**src/rtl/ppu_pkg.sv**
```systemverilog
// Shared definitions for the PPU CPU-facing register block.
// Register indices for $2000-$2007, VRAM sequencer states, vblank timing points.
// No logic; imported by ppu_reg_ctrl and ppu_vram_seq.
package ppu_pkg;

  localparam logic [2:0] REG_PPUCTL    = 3'd0;
  localparam logic [2:0] REG_PPUMASK   = 3'd1;
  localparam logic [2:0] REG_PPUSTATUS = 3'd2;
  localparam logic [2:0] REG_OAMADDR   = 3'd3;
  localparam logic [2:0] REG_OAMDATA   = 3'd4;
  localparam logic [2:0] REG_SCROLL    = 3'd5;
  localparam logic [2:0] REG_ADDR      = 3'd6;
  localparam logic [2:0] REG_DATA      = 3'd7;

  // Scanline/dot where vblank is raised, and where the status flags drop.
  localparam logic [8:0] VBL_SET_LINE = 9'd241;
  localparam logic [8:0] VBL_CLR_LINE = 9'd261;
  localparam logic [9:0] FLAG_DOT     = 10'd1;

  typedef enum logic [1:0] {
    VIDLE  = 2'd0,
    VWRITE = 2'd1,
    VREAD  = 2'd2
  } vram_state_t;

endpackage

```
**src/rtl/ppu_vram_seq.sv**
```systemverilog
// VRAM access sequencer for $2007: owns the VRAM address v, the read buffer and the request FSM.
// Latency: request rises the cycle after start; returns idle the cycle after VRAM_ACK.
// Backpressure: busy while a request is outstanding; start is ignored while busy, and
// address writes arriving while busy are parked and applied on the ACK.
// Ports: start/start_we/wdata launch an access; v_wr/v_wr_hi/v_wr_dat write half of v;
// inc32 selects +32 stepping; VRAM_ACK/VRAM_RDATA complete it; v/vram_*/busy/rbuf are state.
module ppu_vram_seq
  import ppu_pkg::*;
(
  input  logic        PPU_SLOW_CLOCK,
  input  logic        RST,
  input  logic        start,
  input  logic        start_we,
  input  logic [7:0]  wdata,
  input  logic        v_wr,
  input  logic        v_wr_hi,
  input  logic [7:0]  v_wr_dat,
  input  logic        inc32,
  input  logic        VRAM_ACK,
  input  logic [7:0]  VRAM_RDATA,
  output logic [13:0] v,
  output logic [7:0]  vram_wdata,
  output logic        vram_req,
  output logic        vram_we,
  output logic        busy,
  output logic [7:0]  rbuf
);

  vram_state_t state, state_nxt;
  logic [13:0] v_pend;
  logic        pend;
  logic [13:0] v_base, v_new, v_inc;
  logic        ack;

  always_comb begin
    state_nxt = state;
    case (state)
      VIDLE:         if (start) state_nxt = start_we ? VWRITE : VREAD;
      VWRITE, VREAD: if (VRAM_ACK) state_nxt = VIDLE;
      default:       state_nxt = VIDLE;
    endcase
  end

  assign busy     = (state != VIDLE);
  assign vram_req = busy;
  assign vram_we  = (state == VWRITE);
  assign ack      = busy && VRAM_ACK;

  // A second half-write while busy must combine with the first parked half.
  assign v_base = pend ? v_pend : v;
  assign v_new  = v_wr_hi ? {v_wr_dat[5:0], v_base[7:0]} : {v_base[13:8], v_wr_dat};
  assign v_inc  = v + (inc32 ? 14'd32 : 14'd1);

  always_ff @(posedge PPU_SLOW_CLOCK or posedge RST) begin
    if (RST) begin
      state      <= VIDLE;
      v          <= '0;
      v_pend     <= '0;
      pend       <= 1'b0;
      vram_wdata <= '0;
      rbuf       <= '0;
    end else begin
      state <= state_nxt;
      if (start && !busy && start_we) vram_wdata <= wdata;
      if (ack && state == VREAD) rbuf <= VRAM_RDATA;
      // An address written by the CPU during the access wins over the auto-increment.
      if (ack) begin
        v    <= v_wr ? v_new : (pend ? v_pend : v_inc);
        pend <= 1'b0;
      end else if (v_wr) begin
        if (busy) begin
          v_pend <= v_new;
          pend   <= 1'b1;
        end else begin
          v <= v_new;
        end
      end
    end
  end

endmodule

```
**src/rtl/ppu_reg_ctrl.sv**
```systemverilog
// CPU register file $2000-$2007 of the PPU: control/mask, status flags, OAM port, scroll, VRAM port.
// Latency: CPUDO and register copies update one cycle after CPU_STB; NMI follows flags combinationally.
// Backpressure: CPU_BUSY while a $2007 access is outstanding; $2007 strobes then are dropped.
// Ports: CPU side (CPU_STB/CPUA/RW/CPUDI/CPUDO/CPU_BUSY), renderer (PIX_X/PIX_Y/SPR0_HIT/SPR_OVF/NMI),
// register copies, OAM port (OAM_*) and VRAM request port (VRAM_*).
module ppu_reg_ctrl
  import ppu_pkg::*;
(
  input  logic        PPU_SLOW_CLOCK,
  input  logic        RST,
  input  logic        CPU_STB,
  input  logic [2:0]  CPUA,
  input  logic        RW,
  input  logic [7:0]  CPUDI,
  output logic [7:0]  CPUDO,
  output logic        CPU_BUSY,
  input  logic [9:0]  PIX_X,
  input  logic [8:0]  PIX_Y,
  input  logic        SPR0_HIT,
  input  logic        SPR_OVF,
  output logic        NMI,
  output logic [7:0]  PPUCTL_O,
  output logic [7:0]  PPUMASK_O,
  output logic [7:0]  SCROLL_X,
  output logic [7:0]  SCROLL_Y,
  output logic [7:0]  OAM_ADDR,
  output logic [7:0]  OAM_WDATA,
  output logic        OAM_WE,
  input  logic [7:0]  OAM_RDATA,
  output logic [13:0] VRAM_ADDR,
  output logic [7:0]  VRAM_WDATA,
  output logic        VRAM_REQ,
  output logic        VRAM_WE,
  input  logic        VRAM_ACK,
  input  logic [7:0]  VRAM_RDATA
);

  logic       w, vblank, spr0, ovf;
  logic       wr, rd, status_rd, data_acc;
  logic       vbl_set_dot, vbl_clr_dot;
  logic [7:0] rbuf, rd_dat;

  assign wr          = CPU_STB && !RW;
  assign rd          = CPU_STB && RW;
  assign status_rd   = rd && (CPUA == REG_PPUSTATUS);
  assign data_acc    = CPU_STB && (CPUA == REG_DATA) && !CPU_BUSY;
  assign vbl_set_dot = (PIX_Y == VBL_SET_LINE) && (PIX_X == FLAG_DOT);
  assign vbl_clr_dot = (PIX_Y == VBL_CLR_LINE) && (PIX_X == FLAG_DOT);
  assign NMI         = vblank && PPUCTL_O[7];

  ppu_vram_seq u_vram_seq (
    .PPU_SLOW_CLOCK (PPU_SLOW_CLOCK),
    .RST            (RST),
    .start          (data_acc),
    .start_we       (!RW),
    .wdata          (CPUDI),
    .v_wr           (wr && (CPUA == REG_ADDR)),
    .v_wr_hi        (!w),
    .v_wr_dat       (CPUDI),
    .inc32          (PPUCTL_O[2]),
    .VRAM_ACK       (VRAM_ACK),
    .VRAM_RDATA     (VRAM_RDATA),
    .v              (VRAM_ADDR),
    .vram_wdata     (VRAM_WDATA),
    .vram_req       (VRAM_REQ),
    .vram_we        (VRAM_WE),
    .busy           (CPU_BUSY),
    .rbuf           (rbuf)
  );

  always_comb begin
    rd_dat = 8'h00;
    case (CPUA)
      REG_PPUSTATUS: rd_dat = {vblank, spr0, ovf, 5'b0};
      REG_OAMDATA:   rd_dat = OAM_RDATA;
      REG_DATA:      rd_dat = rbuf;
      default:       rd_dat = 8'h00;
    endcase
  end

  always_ff @(posedge PPU_SLOW_CLOCK or posedge RST) begin
    if (RST) begin
      CPUDO     <= '0;
      PPUCTL_O  <= '0;
      PPUMASK_O <= '0;
      SCROLL_X  <= '0;
      SCROLL_Y  <= '0;
      OAM_ADDR  <= '0;
      OAM_WDATA <= '0;
      OAM_WE    <= 1'b0;
      w         <= 1'b0;
      vblank    <= 1'b0;
      spr0      <= 1'b0;
      ovf       <= 1'b0;
    end else begin
      OAM_WE <= 1'b0;
      // Post-increment happens in the cycle after the write pulse so the write lands at the old address.
      if (OAM_WE) OAM_ADDR <= OAM_ADDR + 8'd1;
      if (rd && (CPUA != REG_DATA || !CPU_BUSY)) CPUDO <= rd_dat;
      if (wr) begin
        case (CPUA)
          REG_PPUCTL:  PPUCTL_O  <= CPUDI;
          REG_PPUMASK: PPUMASK_O <= CPUDI;
          REG_OAMADDR: OAM_ADDR  <= CPUDI;
          REG_OAMDATA: begin
            OAM_WE    <= 1'b1;
            OAM_WDATA <= CPUDI;
          end
          REG_SCROLL: begin
            if (!w) SCROLL_X <= CPUDI;
            else    SCROLL_Y <= CPUDI;
            w <= !w;
          end
          REG_ADDR: w <= !w;
          default: ;
        endcase
      end
      if (status_rd) w <= 1'b0;
      if (vbl_clr_dot) begin
        vblank <= 1'b0;
        spr0   <= 1'b0;
        ovf    <= 1'b0;
      end else begin
        if (SPR0_HIT) spr0 <= 1'b1;
        if (SPR_OVF)  ovf  <= 1'b1;
        // A status read landing on the set dot both reads 0 and suppresses the set.
        if (status_rd)        vblank <= 1'b0;
        else if (vbl_set_dot) vblank <= 1'b1;
      end
    end
  end

endmodule

```
**config.mk**
```make
export PLATFORM = sky130hd
export DESIGN_NAME = ppu_reg_ctrl
export DESIGN_NICKNAME = d
export VERILOG_FILES = /design/src/rtl/ppu_pkg.sv /design/src/rtl/ppu_vram_seq.sv /design/src/rtl/ppu_reg_ctrl.sv
export SDC_FILE = /design/constraint.sdc
export NUM_CORES = 1
export LEC_CHECK = 0
export ABC_AREA = 1
export CORE_ASPECT_RATIO = 0.8
export CORE_MARGIN = 2
export CORE_UTILIZATION = 55
export CTS_BUF_LIST = sky130_fd_sc_hd__clkbuf_2 sky130_fd_sc_hd__clkbuf_4 sky130_fd_sc_hd__clkbuf_8
export DETAILED_ROUTE_END_ITERATION = 10
export PLACE_DENSITY = 0.88
export SYNTH_ARGS = -nofsm -noshare
export SYNTH_HDL_FRONTEND = slang
export SYNTH_SLANG_ARGS = --single-unit
```
**constraint.sdc**
```tcl
create_clock -name PPU_SLOW_CLOCK -period 9.7 [get_ports PPU_SLOW_CLOCK]
set_clock_uncertainty 0.2 [all_clocks]
set_input_delay 1.94 -clock PPU_SLOW_CLOCK [delete_from_list [all_inputs] [get_ports PPU_SLOW_CLOCK]]
set_output_delay 1.94 -clock PPU_SLOW_CLOCK [all_outputs]
set_load 0.01 [all_outputs]
```
---- Yosys cells after proc, flatten, opt, wreduce, memory -nomap -nowiden ----
Index checks and enable logic that the tools add are counted.
cells by class
  add/sub/neg operators ................... 2
  eq/ne operators ......................... 16
  multiplexer cells ....................... 31
  bitwise gates (word level) .............. 2
  reduce and logical (&&, ||, !) cells .... 40
operator list
  operator                                                           count
  14-bit 2-to-1 mux                                                  7
  8-bit 2-to-1 mux                                                   3
  8-bit case mux with 3 select lines                                 1
  1-bit 2-to-1 mux                                                   15
  14-bit adder                                                       1
  1-bit logical AND                                                  14
  2-bit AND reduction                                                7
  2-bit nonzero test                                                 7
  3-bit == test (second input constant)                              4
  10-bit by 1-bit == test with 1-bit output (second input constant)  1
  9-bit by 8-bit == test with 1-bit output (second input constant)   1
  9-bit == test (second input constant)                              1
  3-bit AND reduction                                                3
  8-bit by 1-bit adder with 8-bit output (second input constant)     1
  3-bit by 2-bit == test with 1-bit output (second input constant)   2
  2-bit 2-to-1 mux                                                   3
  6-bit 2-to-1 mux                                                   1
  2-bit inequality test (second input constant)                      2
  2-bit case mux with 2 select lines                                 1
  2-bit OR reduction                                                 2
  3-bit by 1-bit == test with 1-bit output (second input constant)   1
  1-bit logical NOT                                                  3
  3-bit logical NOT                                                  1
  3-bit inequality test (second input constant)                      1
  7 further kinds                                                    8
word-level totals
  register bits after elaboration ......... 108
  input port bits ......................... 53
  output and inout port bits .............. 83

---- Longest topological paths before layout ----
Gate-level depths: netlist of the first run.
  depth after elaboration ................. 5
  gate-level depth with buffers ........... 12
  depth with buffers taken out ............ 12

---- Cells and area by module ----
A second synthesis of the first run with hierarchy kept.
unflattened totals
  cell total of the unflattened synthesis .. 651
  area total of the unflattened synthesis .. 5464.0 sq um
modules (own cells, without submodules)
  module        instances  cells each  area each (sq um)
  ppu_reg_ctrl  1          331         2797.7
  ppu_vram_seq  1          320         2666.3

---- Worst setup path before layout of the first run ----
No wires, ideal clock.
  path type ............................... register to output
  from .................................... register u_vram_seq.state[0]
  to ...................................... output VRAM_REQ
  arrival ................................. 1.054 ns
  required time ........................... 7.560 ns
  path slack .............................. 6.506 ns
  stages on the path, launching flop included .. 5
  path buffers ............................ 1
  path through ............................ dfrtp_1 > inv_1 > ha_1 > inv_2 > buf_4
between the ends
  word-level cells in the longest chain between the ends .. 1
ends and longest elaborated chain
  what                      line                source
  start: declaration        ppu_vram_seq.sv:29  vram_state_t state, state_nxt;
  start signal: assignment  ppu_vram_seq.sv:63  state <= state_nxt;
  2-bit nonzero test        ppu_vram_seq.sv:44  assign busy = (state != VIDLE);
  end: declaration          ppu_reg_ctrl.sv:32  output logic VRAM_REQ,
No other way between the ends.

---- Worst setup path in the final report of the first run ----
  from .................................... register u_vram_seq.state[0]
  to ...................................... output CPU_BUSY
between the ends
  word-level cells in the longest chain between the ends .. 1
ends and longest elaborated chain
  what                line                source
  2-bit nonzero test  ppu_vram_seq.sv:44
  end: declaration    ppu_reg_ctrl.sv:16  output logic CPU_BUSY,
No other way between the ends.

==> impl_metrics.py, run 1 <==
metrics = {
    "sta": {
        "period_needed_ns": 4.059,
        "tightest_slew_ns": 1.049,
        "fin_ws_ns": 5.641,
        "relSlewSlack": 0.3009,
        "hold_violations": 0,
        "tns_ns": 0,
        "clock.fmax_mhz": 246.4,
        "drv_slew": 0,
        "setup_viol": 0,
        "holdWs_ns": 0.2963,
        "rsz0062_at_grt": "false",
        "timing.final.crit_share": 0.4184,
    },
    "clock_tree": {
        "cts_resized": 0,
        "path_clk_slew_ns": 0.12,
        "cts_max_level": 3,
        "postCtsHoldBufs": 0,
        "post-cts-setup-buffer-count": 0,
        "cts_tree": "yes",
        "clock_sinks": 108,
        "clockRootBuffer": "clkbuf_8",
        "clk_latency_ns": 0.39,
        "cts_buffer_depth": 2,
        "numCtsBuffers": 9,
    },
    "logic_synthesis": {
        "synth-seq-area-share": 0.4954,
        "ys_ff_latch": 108,
        "synth_area_sq_mm": 0.005455,
        "synthDistinctLibCells": 42,
        "ys_async_sr_fraction": 1.000,
        "synth_ff_type": "dfrtp_1",
        "avgSynthCellArea_sq_um": 8.266,
        "yosysWarnings": 0,
        "synth_edf_count": 0,
        "netlist_instances": 660,
        "syn_nets": 720,
    },
    "setup_path": {
        "crit_cells": 4,
        "worstPathMaxFanout": 5,
        "path_class": "reg -> out",
        "crit_slowest_cell": "clkdlybuf4s50_1",
        "critical_path.endpoint_type": "output pin",
        "crit_chain": "inv_1, ha_1, inv_2, clkdlybuf4s50_1",
        "arrival_ns": 1.92,
        "cp.required_ns": 7.56,
        "cp_top_family": "buffers and inverters",
        "worst-path-buf-inv": 3,
        "cp_slowest_stage_delay_ns": 0.57,
        "r2r_cells": 9,
        "startpoint_type": "register",
    },
    "min_path": {
        "min_path_type": "reg -> reg",
        "holdPathStages": 2,
    },
    "global_route": {
        "grt_use_total": 0.2903,
        "busiest_layer": "met2",
        "grt_max_degree": 87,
        "grt_pass1_wl_microns": 24260,
        "met1_usage": 0.3963,
        "grt_pass1_vias": 4852,
        "grt_util_met2": 0.4635,
        "grt-ovfl-total": 0,
        "grt_use_met3": 0.05574,
        "antenna_found_initial": 0,
    },
    "drt": {
        "detail-route-antenna-nets": 0,
        "wl_per_cell_microns": 16.25,
        "drc": 0,
        "drt-pass1-iter-count": 5,
        "drt_iter0_drc": 609,
        "post_drt_via_cell_ratio": 5.473,
        "via_count": 5079,
        "routed_wl_microns": 15080,
    },
    "placed_design": {
        "hpwl_microns": 10900,
        "finalWeightedCongestion": 0.9242,
        "portBuffers": 135,
        "dp_cells": 912,
        "post-place-ws_ns": 5.527,
    },
    "layout": {
        "nNetsFinal": 847,
        "fillerInstances": 728,
        "mostFrequentLayoutCells": "nand2_1 (202), clkdlybuf4s50_1 (135), dfrtp_1 (108)",
        "fin_cells": 928,
        "drive_above_1_share": 0.08460,
        "layout_commonest_cell": "nand2_1",
        "area_growth_syn_to_layout_pct": 29.01,
        "antenna_cells": 0,
    },
    "die": {
        "die_width_microns": 115.3,
        "dieHeight_microns": 93.08,
        "die-area_sq_mm": 0.01074,
        "ios": 136,
        "rows": 32,
        "core-area_sq_mm": 0.009649,
        "initial_core_util": 0.5654,
    },
    "job": {
        "max-cap-violations": 0,
    },
    "power_and_ir_drop": {
        "ir_drop_mv": 0.1244,
        "power_mw": 1.729,
        "leakagePower_nw": 3.269,
        "cellPowerDensity_mw_per_mm2": 245.7,
    },
    "run_status": {
        "outcome": "complete, no violations",
    },
}
routing by layer:
| layer | vias to the layer above | part of all wire |
|---|---|---|
| li1 | 2408 | - |
| met1 | 2380 | 0.42 |
| met2 | 256 | 0.48 |
| met3 | 35 | 0.083 |
| met4 | 0 | 0.023 |
| met5 | - | 0 |
metrics by stage:
stage	instance area, sq um	util
after floorplan	5455	-
after global placement	6828	0.7076
after detailed placement	6828	0.7076
after CTS	7038	0.7294
after global routing	7038	0.7294
final	7038	0.7294
path summary, 6_finish.rpt:
| check | from | endpoint | slack [ns] |
|---|---|---|---|
| min in group asynchronous | RST | CPUDO[4] | 1.65 |
| worst min-delay path | SCROLL_Y[6] | SCROLL_Y[6] | 0.30 |
| worst max register to register | u_vram_seq.pend | u_vram_seq.v[6] | 6.95 |
| max in group asynchronous | RST | u_vram_seq.v_pend[9] | 6.30 |
| worst min register to register | SCROLL_Y[6] | SCROLL_Y[6] | 0.30 |
| worst max-delay path | u_vram_seq.state[0] | CPU_BUSY | 5.64 |
final cells by class:
cell class	instances	area [sq um]	area share
clock buffer	9	123.9	0.01760
tap	136	170.2	0.02418
multi-input combinational	479	2389	0.3394
clock inverter	7	86.33	0.01227
sequential	108	2703	0.3840
timing repair buffer	137	1366	0.1941
inverter	52	200.2	0.02844
flip-flops by register name (all words and copies together) (netlist names):
register / cells
w: 1
spr0: 1
ovf: 1
u_vram_seq.v: 14
u_vram_seq.vram_wdata: 8
OAM_ADDR: 8
CPUDO: 8
vblank: 1
u_vram_seq.pend: 1
SCROLL_X: 8
u_vram_seq.v_pend: 14
u_vram_seq.rbuf: 8
OAM_WDATA: 8
SCROLL_Y: 8
OAM_WE: 1
u_vram_seq.state: 2
PPUCTL_O: 8
PPUMASK_O: 8
tightest hold or removal path, stage by stage, from the launching register on:
cell     delay, ns
dfrtp_1       0.36
nand2_1       0.06
o21ai_2       0.05
cells in the mapped netlist (6+ instances only):
master	number	area [sq um]
a21oi_1	25	125.1
a21oi_2	8	70.07
buf_6	6	67.56
dfrtp_1	108	2703
ha_1	7	87.58
inv_1	48	180.2
mux2_2	6	67.56
nand2_1	202	758.2
nand3_1	34	170.2
nand4_1	11	68.82
nor2_1	49	183.9
nor2_2	8	50.05
o21ai_0	72	360.4
o21ai_1	12	60.06
o21ai_2	8	70.07
cell families after synthesis:
| family | Yosys count | synth area share |
|---|---|---|
| xor+xnor | 2 | 0.003212 |
| mux | 7 | 0.01422 |
| compound gates | 139 | 0.1443 |
| simple gates | 324 | 0.2601 |
| fa+ha+maj | 7 | 0.01605 |
| buf+inv | 73 | 0.06674 |
| flops | 108 | 0.4954 |
power by group:
part / internal, mW / switching (mW) / total (mW)
Combinational: 0.348 / 0.374 / 0.722
Sequential: 0.589 / 0.134 / 0.723
Clock: 0.105 / 0.180 / 0.284
Total: 1.04 / 0.688 / 1.73
No activity file was read; power rests on OpenSTA's default activity.
==> run 2, diff against run 1 <==
--- a/config.mk
+++ b/config.mk
@@ -8,10 +8,10 @@
 export ABC_AREA = 1
 export CORE_ASPECT_RATIO = 0.8
 export CORE_MARGIN = 2
-export CORE_UTILIZATION = 55
+export CORE_UTILIZATION = 46
 export CTS_BUF_LIST = sky130_fd_sc_hd__clkbuf_2 sky130_fd_sc_hd__clkbuf_4 sky130_fd_sc_hd__clkbuf_8
 export DETAILED_ROUTE_END_ITERATION = 10
-export PLACE_DENSITY = 0.88
+export PLACE_DENSITY = 0.78
 export SYNTH_ARGS = -nofsm -noshare
 export SYNTH_HDL_FRONTEND = slang
 export SYNTH_SLANG_ARGS = --single-unit
==> constraint.sdc (replaced) <==
create_clock -name PPU_SLOW_CLOCK -period 3.5 [get_ports PPU_SLOW_CLOCK]
set_clock_uncertainty 0.2 [all_clocks]
set_input_delay 0.7 -clock PPU_SLOW_CLOCK [delete_from_list [all_inputs] [get_ports PPU_SLOW_CLOCK]]
set_output_delay 0.7 -clock PPU_SLOW_CLOCK [all_outputs]
set_load 0.01 [all_outputs]
==> run 2 against run 1 <==
Combinational power rose to 2.8 times the previous value. Power rose to 2.8 times the previous value. First-iteration DRC count down 31%. Clock-buffer cell count up 1. Critical path depth up 4. Global-route usage down 4.5 points. Clock power rose to 2.9 times the previous value. Cell count up 1.4%. Critical path type is now in -> reg. Register-to-register slack worse by 6.2 ns. Die area up 19%.
==> impl_metrics.py, run 2 (synthesis results as in run 1) <==
metrics = {
    "sta": {
        "fin_ws_ns": 0.5582,
        "tightest_slew_ns": 0.9584,
        "tns_ns": 0,
        "timing.final.crit_share": 0.8405,
        "drv_slew": 0,
        "setup_viol": 0,
        "relSlewSlack": 0.3611,
        "rsz0062_at_grt": "false",
        "clock.fmax_mhz": 339.9,
        "period_needed_ns": 2.942,
        "hold_violations": 0,
    },
    "drt": {
        "wl_met3_microns": 1362,
        "wl_met1_microns": 6673,
        "wl_per_cell_microns": 16.45,
        "via_count": 5122,
        "post_drt_via_cell_ratio": 5.443,
        "drt_iter0_drc": 421,
        "detail-route-antenna-nets": 0,
        "drc": 0,
        "routed-wl-met2_microns": 7223,
        "routed_wl_microns": 15480,
        "dr.max_layer_used": "met4",
        "drt-pass1-iter-count": 5,
    },
    "clock_tree": {
        "numCtsBuffers": 9,
        "postCtsHoldBufs": 0,
        "cts_max_level": 3,
        "path_clk_slew_ns": 0.11,
        "cts_buffer_depth": 2,
        "post-cts-setup-buffer-count": 0,
        "clockRootBuffer": "clkbuf_8",
        "clk_latency_ns": 0.38,
        "clock_sinks": 108,
        "cts_tree": "yes",
        "cts_resized": 0,
    },
    "power_and_ir_drop": {
        "cellPowerDensity_mw_per_mm2": 683.1,
        "leakagePower_nw": 3.277,
        "ir_drop_mv": 0.2641,
    },
    "global_route": {
        "grt_pass1_wl_microns": 24800,
        "grt_use_total": 0.2450,
        "antenna_found_initial": 0,
        "grt_max_degree": 88,
        "grt-ovfl-total": 0,
        "grt_pass1_vias": 4822,
    },
    "die": {
        "core-area_sq_mm": 0.01156,
        "dieHeight_microns": 101.4,
        "ios": 136,
        "rows": 35,
        "die_width_microns": 125.8,
        "initial_core_util": 0.4719,
        "die-area_sq_mm": 0.01275,
    },
    "layout": {
        "area_growth_syn_to_layout_pct": 29.77,
        "layout_commonest_cell": "nand2_1",
        "reg.largest.list": "u_vram_seq.v (14), u_vram_seq.v_pend (14)",
        "nNetsFinal": 848,
        "drive_above_1_share": 0.08575,
        "fin_cells": 941,
        "antenna_cells": 0,
        "mostFrequentLayoutCells": "nand2_1 (202), clkdlybuf4s50_1 (135), dfrtp_1 (108)",
    },
    "placed_design": {
        "hpwl_microns": 11280,
        "dp_cells": 925,
        "post-place-ws_ns": 0.2005,
        "portBuffers": 135,
        "finalWeightedCongestion": 0.8987,
    },
    "setup_path": {
        "crit_slowest_cell": "a21oi_2",
        "cp_slowest_stage_delay_ns": 0.78,
        "startpoint_type": "primary input",
        "crit_chain": "clkdlybuf4s50_1, inv_1, nand3_2, nor2_4, a21oi_2, inv_1, o21ai_0, o21ai_0",
        "critical_path.endpoint_type": "register",
        "arrival_ns": 3.01,
        "worst-path-buf-inv": 3,
        "cp_top_family": "buffers and inverters",
        "path_class": "in -> reg",
        "worstPathMaxFanout": 20,
        "cp.required_ns": 3.57,
    },
    "run_status": {
        "outcome": "complete, no violations",
    },
    "min_path": {
        "min_path_type": "reg -> reg",
    },
    "job": {
        "max-cap-violations": 0,
    },
}
## run 2: cell types whose count changed in the layout (fill, tap and decap cells not counted), sizes merged
cell      change
buf           +1
clkinv        -3
inv           -1
clkinvlp      +2
clkbuf        +1
bufinv        +1
## run 2: power by group
part           internal (mW)  leakage [nW]  switching, mW  total, mW
clock                  0.366         0.107          0.466      0.832
combinational          0.965          1.81           1.05       2.02
sequential              1.63          1.36          0.354       1.99
## run 2: final cells by class
| class | count | area, sq um |
|---|---|---|
| fill | 1029 | 4482 |
| sequential | 108 | 2703 |
| multi-input combinational | 479 | 2389 |
| timing repair buffer | 138 | 1386 |
| inverter | 52 | 201.4 |
| tap | 148 | 185.2 |
| clock buffer | 10 | 137.6 |
| clock inverter | 6 | 77.57 |
## run 2: worst paths after layout
path | startpoint | end | slack, ns | cells past startpoint
min reg2reg | PPUMASK_O[3] | PPUMASK_O[3] | 0.30 | 2
min | PPUMASK_O[3] | PPUMASK_O[3] | 0.30 | 2
max in group asynchronous | RST | u_vram_seq.rbuf[0] | 1.79 | 3
max | CPUA[0] | u_vram_seq.v[7] | 0.56 | 8
max reg2reg | u_vram_seq.state[0] | u_vram_seq.v[7] | 0.73 | 9
min in group asynchronous | RST | CPUDO[3] | 0.51 | 2
## run 2: worst reg2reg max path, cell delays in order, from the launching register on
cell and delay, ns:
dfrtp_1 0.40, inv_1 0.10, ha_1 0.33, inv_2 0.17, nand2_4 0.12, inv_4 0.05, a21oi_2 0.69, inv_1 0.37
o21ai_0 0.16, o21ai_0 0.10
## run 2: per-stage QoR
step | cell area [sq um] | total power, mW | hold slack [ns] | util
global placement | 6864 | 3.930 | 0.2644 | 0.5937
global route | 7079 | 5.159 | 0.3284 | 0.6123
finish | 7079 | 4.836 | 0.2981 | 0.6123
floorplan | 5459 | 3.073 | 0.2634 | -
detailed placement | 6864 | 4.006 | 0.2693 | 0.5937
CTS | 7079 | 4.846 | 0.2988 | 0.6123
## run 2: per-layer routing
layer  vias up  global-route usage
met5         -                   0
met4         0             0.07185
met1      2454              0.3388
met3        18             0.05283
met2       234              0.3950
li1       2416                   -
==> run 3, diff against run 2 <==
==> constraint.sdc (replaced) <==
create_clock -name PPU_SLOW_CLOCK -period 2.7 [get_ports PPU_SLOW_CLOCK]
set_clock_uncertainty 0.2 [all_clocks]
set_input_delay 0.54 -clock PPU_SLOW_CLOCK [delete_from_list [all_inputs] [get_ports PPU_SLOW_CLOCK]]
set_output_delay 0.54 -clock PPU_SLOW_CLOCK [all_outputs]
set_load 0.01 [all_outputs]
==> run 3 against run 2 <==
Setup slack got worse by 0.38 ns. Clock-buffer cell count is the same. Non-clock buffer count is 7 higher. Cell count rose by 0.74%. Largest power group unchanged. Core utilization increased by 0.50 points. Critical path type is now reg -> out. Register-to-register slack got worse by 0.04 ns. Die area is the same. Sequential share of layout area shrank 0.31 points. Cell area increased by 0.81%. Power rose by 30%. Highest routed layer unchanged.
==> impl_metrics.py, run 3 (synthesis results as in run 1) <==
metrics = {
    "run_status": {
        "outcome": "complete, no violations",
    },
    "die": {
        "rows": 35,
        "dieHeight_microns": 101.4,
        "core-area_sq_mm": 0.01156,
        "die_width_microns": 125.8,
        "ios": 136,
        "initial_core_util": 0.4719,
        "die-area_sq_mm": 0.01275,
    },
    "clock_tree": {
        "cts_buffer_depth": 2,
        "clockRootBuffer": "clkbuf_8",
        "clock_sinks": 108,
        "cts_max_level": 3,
        "numCtsBuffers": 9,
        "clk_latency_ns": 0.38,
        "post-cts-setup-buffer-count": 0,
        "cts_tree": "yes",
        "path_clk_slew_ns": 0.10,
        "postCtsHoldBufs": 0,
    },
    "layout": {
        "reg.largest.list": "u_vram_seq.v (14), u_vram_seq.v_pend (14)",
        "antenna_cells": 0,
        "fillerInstances": 1003,
        "mostFrequentLayoutCells": "nand2_1 (202), clkdlybuf4s50_1 (135), dfrtp_1 (108)",
        "fin_cells": 948,
        "seqCellArea_sq_mm": 0.002703,
        "multi_input_area_sq_mm": 0.002391,
        "area_growth_syn_to_layout_pct": 30.83,
        "drive_above_1_share": 0.09500,
        "nNetsFinal": 855,
        "final_core_util": 0.6173,
        "layout_commonest_cell": "nand2_1",
    },
    "placed_design": {
        "finalWeightedCongestion": 0.8981,
        "dp_cells": 932,
        "portBuffers": 135,
        "post-place-ws_ns": 0.1776,
        "hpwl_microns": 10910,
    },
    "sta": {
        "fin_ws_ns": 0.1733,
        "setup_viol": 0,
        "tightest_slew_ns": 0.5873,
        "drv_slew": 0,
        "period_needed_ns": 2.527,
        "rsz0062_at_grt": "false",
        "clock.fmax_mhz": 395.8,
        "hold_violations": 0,
        "timing.final.crit_share": 0.9358,
        "relSlewSlack": 0.6085,
        "tns_ns": 0,
    },
    "setup_path": {
        "path_class": "reg -> out",
        "cp_slowest_stage_delay_ns": 0.56,
        "critical_path.endpoint_type": "output pin",
        "worstPathMaxFanout": 5,
        "r2r_cells": 12,
        "r2r_slack_ns": 0.69,
        "startpoint_type": "register",
        "crit_slowest_cell": "clkdlybuf4s50_1",
        "arrival_ns": 1.79,
        "crit_chain": "inv_1, ha_2, inv_4, clkdlybuf4s50_1",
        "cp.required_ns": 1.96,
    },
    "drt": {
        "wl_per_cell_microns": 16.05,
        "via_count": 5086,
        "detail-route-antenna-nets": 0,
        "post_drt_via_cell_ratio": 5.365,
        "drc": 0,
        "drt-pass1-iter-count": 5,
        "routed_wl_microns": 15220,
        "drt_iter0_drc": 459,
    },
    "global_route": {
        "grt_use_total": 0.2415,
        "grt_pass1_wl_microns": 24290,
        "grt_pass1_vias": 4829,
        "antenna_found_initial": 0,
        "grt-ovfl-total": 0,
        "grt_max_degree": 109,
    },
    "power_and_ir_drop": {
        "ir_drop_mv": 0.3977,
        "leakagePower_nw": 3.310,
        "cellPowerDensity_mw_per_mm2": 878.4,
    },
    "job": {
        "max-cap-violations": 0,
    },
    "min_path": {
        "holdPathStages": 2,
        "min_path_type": "reg -> reg",
    },
}
==> run 3: cell count changes in the layout (fill, tap and decap cells not counted), sizes merged <==
cell      previous run  this run
buf                  3        10
clkinv               0         3
inv                 55        53
clkinvlp             2         1
==> run 3: power breakdown <==
| part | switching (mW) | internal, mW | total (mW) | leakage, nW |
|---|---|---|---|---|
| clock | 0.603 | 0.461 | 1.06 | 0.109 |
| sequential | 0.436 | 2.12 | 2.55 | 1.36 |
| combinational | 1.38 | 1.27 | 2.65 | 1.85 |
==> run 3: repair_timing <==
item	in CTS	in global routing
gates resized for setup	1	1
endpoints found under the setup margin	2	2
endpoints found under the hold margin	0	0
==> run 3: metal layers <==
layer,global-route usage,routed length (microns),vias up
met4,0.08538,318,0
met2,0.3983,7033,224
met5,0,0,-
met1,0.3209,6735,2394
li1,-,-,2438
met3,0.05177,1130,30
==> run 3: critical path, delay by kind of cell, from the launching register on <==
kind                       cells  cell delay, ns
buffers and inverters          3            0.79
DFF                            1            0.37
adders and majority gates      1            0.26
==> run 3: area by class of cell <==
| type | count | share of cell area |
|---|---|---|
| sequential | 108 | 0.3787 |
| multi-input combinational | 479 | 0.3350 |
| timing repair buffer | 145 | 0.2016 |
| inverter | 52 | 0.02858 |
| tap | 148 | 0.02595 |
| clock buffer | 10 | 0.01841 |
| clock inverter | 6 | 0.01175 |
==> run 3: path summary, 6_finish.rpt <==
check,startpoint,end
hold / removal,u_vram_seq.vram_wdata[4],u_vram_seq.vram_wdata[4]
max in group asynchronous,RST,OAM_ADDR[6]
hold reg to reg,u_vram_seq.vram_wdata[4],u_vram_seq.vram_wdata[4]
min in group asynchronous,RST,CPUDO[2]
setup reg to reg,PPUCTL_O[2],u_vram_seq.v[12]
setup / recovery,u_vram_seq.state[0],CPU_BUSY
==> run 3: metrics by stage <==
stage,cell area [sq um],hold WS [ns],power [mW]
2_1_floorplan,5459,0.2634,3.983
3_3_place_gp,6917,0.2657,5.090
3_5_place_dp,6917,0.2646,5.198
4_1_cts,7134,0.2986,6.273
5_1_grt,7137,0.3121,6.676
6_report,7137,0.2918,6.269
